`src/rtl/regfile_pkg.sv`:
```
// Shared constants, address-width helper and default word type for the register file.
package regfile_pkg;

    localparam int WIDTH_DEF = 16;
    localparam int DEPTH_DEF = 16;

    typedef logic [WIDTH_DEF-1:0] rf_word_t;

    function automatic int addr_w(input int depth);
        return $clog2(depth);
    endfunction

endpackage

```
`src/rtl/rf_entry.sv`:
```
// One register-file word: write-enabled storage, cleared by async reset.
// Latency: written value visible on q one cycle after we.
// Backpressure: none; a write always lands. With TIE_ZERO set the word stays 0.
module rf_entry #(
    parameter int WIDTH    = 16,
    parameter bit TIE_ZERO = 1'b0
) (
    input  logic             clk,
    input  logic             rst,
    input  logic             we,
    input  logic [WIDTH-1:0] d,
    output logic [WIDTH-1:0] q
);

    always_ff @(posedge clk or negedge rst) begin
        if (!rst) begin
            q <= '0;
        end else if (we && !TIE_ZERO) begin
            q <= d;
        end
    end

endmodule

```
`src/rtl/regfile_2r1w.sv`:
```
// Two-read/one-write register file with write-to-read bypass and pending scoreboard.
// Latency: reads 1 cycle (bypass makes same-cycle writes visible); busy is combinational.
// Backpressure: none; every read, write and reservation completes in fixed time.
module regfile_2r1w
    import regfile_pkg::*;
#(
    parameter  int WIDTH    = WIDTH_DEF,
    parameter  int DEPTH    = DEPTH_DEF,
    parameter  bit ZERO_REG = 1'b1,
    localparam int AW       = addr_w(DEPTH)
) (
    input  logic             clk,
    input  logic             rst,
    input  logic             wr_en,
    input  logic [AW-1:0]    wr_addr,
    input  logic [WIDTH-1:0] wr_data,
    input  logic             rd_en1,
    input  logic [AW-1:0]    rd_addr1,
    input  logic             rd_en2,
    input  logic [AW-1:0]    rd_addr2,
    output logic [WIDTH-1:0] rd_data1,
    output logic [WIDTH-1:0] rd_data2,
    output logic             rd_vld1,
    output logic             rd_vld2,
    input  logic             rsv_en,
    input  logic [AW-1:0]    rsv_addr,
    output logic             busy1,
    output logic             busy2
);

    logic [DEPTH-1:0][WIDTH-1:0] regs;
    logic [DEPTH-1:0]            pending;
    logic [DEPTH-1:0]            pend_nxt;
    logic [WIDTH-1:0]            rv1;
    logic [WIDTH-1:0]            rv2;
    logic                        zero1;
    logic                        zero2;
    logic                        hit1;
    logic                        hit2;

    genvar gi;
    generate
        for (gi = 0; gi < DEPTH; gi++) begin : g_entry
            rf_entry #(
                .WIDTH    (WIDTH),
                .TIE_ZERO (ZERO_REG && (gi == 0))
            ) u_entry (
                .clk (clk),
                .rst (rst),
                .we  (wr_en && (wr_addr == AW'(gi))),
                .d   (wr_data),
                .q   (regs[gi])
            );
        end
    endgenerate

    // Reservation is applied after the write clear so a new producer keeps the entry pending.
    always_comb begin
        pend_nxt = pending;
        for (int i = 0; i < DEPTH; i++) begin
            if (wr_en && (wr_addr == AW'(i))) begin
                pend_nxt[i] = 1'b0;
            end
            if (rsv_en && (rsv_addr == AW'(i))) begin
                pend_nxt[i] = 1'b1;
            end
        end
        if (ZERO_REG) begin
            pend_nxt[0] = 1'b0;
        end
    end

    always_ff @(posedge clk or negedge rst) begin
        if (!rst) begin
            pending <= '0;
        end else begin
            pending <= pend_nxt;
        end
    end

    assign zero1 = ZERO_REG && (rd_addr1 == '0);
    assign zero2 = ZERO_REG && (rd_addr2 == '0);
    assign hit1  = wr_en && (wr_addr == rd_addr1);
    assign hit2  = wr_en && (wr_addr == rd_addr2);

    always_comb begin
        rv1 = regs[rd_addr1];
        if (zero1) begin
            rv1 = '0;
        end else if (hit1) begin
            rv1 = wr_data;
        end
    end

    always_comb begin
        rv2 = regs[rd_addr2];
        if (zero2) begin
            rv2 = '0;
        end else if (hit2) begin
            rv2 = wr_data;
        end
    end

    always_ff @(posedge clk or negedge rst) begin
        if (!rst) begin
            rd_data1 <= '0;
            rd_data2 <= '0;
            rd_vld1  <= 1'b0;
            rd_vld2  <= 1'b0;
        end else begin
            rd_vld1 <= rd_en1;
            rd_vld2 <= rd_en2;
            if (rd_en1) begin
                rd_data1 <= rv1;
            end
            if (rd_en2) begin
                rd_data2 <= rv2;
            end
        end
    end

    // A writeback in flight releases the consumer in the same cycle.
    assign busy1 = pending[rd_addr1] && !hit1 && !zero1;
    assign busy2 = pending[rd_addr2] && !hit2 && !zero2;

endmodule

```
`config.mk`:
```
export PLATFORM = sky130hd
export DESIGN_NAME = regfile_2r1w
export DESIGN_NICKNAME = d
export VERILOG_FILES = /design/src/rtl/regfile_pkg.sv /design/src/rtl/rf_entry.sv /design/src/rtl/regfile_2r1w.sv
export SDC_FILE = /design/constraint.sdc
export NUM_CORES = 1
export LEC_CHECK = 0
export ABC_AREA = 1
export BUFFER_PORTS_ARGS = -buffer_cell sky130_fd_sc_hd__buf_4
export CAP_MARGIN = 20
export CORE_MARGIN = 2
export CORE_UTILIZATION = 36
export DETAILED_ROUTE_END_ITERATION = 10
export HOLD_SLACK_MARGIN = 0.03
export SLEW_MARGIN = 0
export SYNTH_ARGS = -nofsm -noshare
export SYNTH_HDL_FRONTEND = slang
export SYNTH_HIERARCHICAL = 1
export SYNTH_SLANG_ARGS = --single-unit
```
`constraint.sdc`:
```
create_clock -name clk -period 1.6 [get_ports clk]
set_clock_uncertainty 0.05 [all_clocks]
set_input_delay 0.08 -clock clk [delete_from_list [all_inputs] [get_ports clk]]
set_output_delay 0.08 -clock clk [all_outputs]
set_load 0.005 [all_outputs]
```
==> out/qor.yml <==
run_status: "finished with violations"
failed_checks: "negative setup slack"
worst_setup_path_start_kind: "flop"
max_freq_ghz: 0.557
timing.final.setup_violations: 2
rows: 82
cts_buffer_count: 35
setup.worst_path.end_class: "output port"
pin_count_of_the_biggest_net_entering_global_routing: 63
critical_path_depth: 7
antenna_violations_before_repair: 1
synthCells: 2723
groute.usage.overall_pct: 26.0
port_buffers: 73
post_route_cells_drive_above_1_share_pct: 13.2
final_max_slew_viol_count: 0
detailedPlacementHpwl_um: 44800
post-place-cells: 3409
p_leak_uw: 0.0115
routed_via_count: 18200
arrival_ps: 1670
number_of_levels_in_the_clock_h_tree: 2
p_sw_share_pct: 33.7
cellPowerDensity_nw_per_um2: 1100
worstReg2RegStart: "g_entry[3].u_entry/q[15]"
r2r_slack_ps: 180
wirelength_um: 68400
hold_class: "in -> reg"
globalRouteOverflowTotal: 0
timing.rr.end: "rd_data2[15]"
max_cap_violations: 0
coreArea_um2: 50100
avgRoutedWirePerCell_um: 19.5
clk_path_buf_depth: 3
met2_capacity_usage_during_global_routing_pct: 39.9
p_switching_uw: 7890
detailedRoute.firstIterationViolations: 2131
power_frac_seq_pct: 42.4
drt.antenna.violating_nets: 0
post-route-min-period_ps: 1800
rsz0062_at_grt: "true"
grt_pass1_wl_um: 105000
timing_hold_violations_final: 0
hold_path.startpoint: "wr_addr[1]"
cts_setup_buffers: 0
insertedDiodeCount: 0
syn_avg_cell_area_um2: 6.71
critPathSlowestCell: "sky130_fd_sc_hd__dfrtp_1"
design.die.area_um2: 52500
area_delta_synth_final_pct: 16.1
post_drt_via_cell_ratio: 5.20
post-route-cell-area_um2: 21200
timing.final.ws_setup_ps: -196
critPathRequiredTime_ps: 1470
dieWidth_um: 229
pre_cts_slack_ps: 7.52
max_stage_delay_ps: 320
tritoncts: "yes"
worstPathCellList: "inv_1, a21oi_1, o21ai_1, nand3_1, nand3_2, a21oi_4, buf_6"
final_total_pwr_uw: 23400
synthesis.yosys.warnings: 38
global_route.peak_usage_layer: "met2"
synthesis.area_um2: 18300
cp_max_fo: 3
timing.final.crit_share_pct: 112
critical_path.top_delay_family: "compound AO/OA/AOI/OAI gates"
finalCoreUtilization_pct: 42.4
stdcell_count: 3506
worst_hold_endpoint: "pending[15]"
worstSkewPairLatency_ps: 550
drt_first_pass_iters: 6
globalRouteMet3Util_pct: 5.30
cell_internal_pwr_uw: 15500
gr-usage-met1_pct: 35.5
critical_path.n_buffers_inverters: 2
clk_pin_slew_ps: 60
route.detailed.drc: 0
nNetsFinal: 2849
reg2regPathDepth: 10
cts_num_sinks: 289
combPwrFrac_pct: 23.7
die_h_um: 229
whs_path_depth: 4
place.gp.congestion: 0.929
dpl-instance-area_um2: 19600
boundaryPins: 74
root_buffer: "sky130_fd_sc_hd__clkbuf_16"
peakVddDrop_mv: 0.674
initial_utilization_pct: 36.5
vias_in_the_first_global_route: 17900
p_clk_share_pct: 33.9
path_class: "reg -> out"
[registers in the layout (all words and copies together) (netlist names)]
signal             flops
pending               15
rd_data1              16
rd_data2              16
rd_vld1                1
rd_vld2                1
g_entry.u_entry/q    240
[worst register-to-register path: cells and delay by family (launching register included)]
family	cells	cell delay [ps]
buffers and inverters	1	80
flip-flops	1	390
AND/OR/NAND/NOR	9	780
[cell usage in the layout, fill, tap and decap left out, drive strengths merged]
cell,instances
nor2,76
dlygate4sd3,35
nor3,6
xnor2,1
o211ai,37
inv,251
nand2,1496
clkbuf,53
o21ai,23
conb,16
clkinvlp,1
buf,169
nand3,272
nand4,13
or2,5
a21oi,84
clkinv,7
dfrtp,289
[per-layer routing]
metal | routed length (µm) | share of wire (%)
met1 | 29200 | 43
met5 | 13 | 0.019
met4 | 2980 | 4.4
met3 | 6830 | 10
met2 | 29400 | 43
[metrics by stage]
step	hold slack, ps	TNS (ps)
2_1_floorplan	-266	0
3_3_place_gp	11.1	0
3_5_place_dp	9.04	0
4_1_cts	43.5	-2760
5_1_grt	61.7	-550
6_report	17.9	-371
[power groups by stage]
stage / Sequential, µW / Combinational [µW] / Clock [µW]
finish: 9940 / 5550 / 7930
detailed placement: 9990 / 5370 / 0
floorplan: 9630 / 3590 / 0
CTS: 9880 / 5500 / 8050
global placement: 9950 / 5250 / 0
global route: 10100 / 6310 / 8340
[worst max-delay path by stage]
| stage | startpoint | end | slack, ps |
|---|---|---|---|
| after global routing | pending[14] | busy1 | -290 |
| after detailed placement | rd_addr1[0] | rd_data1[6] | 8 |
| after CTS | pending[5] | busy1 | -230 |
| final | pending[13] | busy1 | -200 |
| after floorplan | rd_addr2[2] | rd_data2[10] | 460 |
| after global placement | rd_addr2[0] | rd_data2[15] | 20 |
[layout make-up]
class,instances,area (µm²)
timing repair buffer,204,2290
clock inverter,7,37.5
inverter,252,1020
fill,5243,28900
sequential,289,7230
multi-input combinational,2029,8700
tap,672,841
clock buffer,53,1090
[repair_timing]
action | in CTS | in global routing
resized for setup | 6 | 13
setup endpoints to repair | 2 | 18
hold buffers | 38 | 0
cloned | 0 | 0
pin swaps | 2 | 3
endpoints found under the hold margin | 578 | 0
Note: power is estimated with default switching activity, not from simulation.
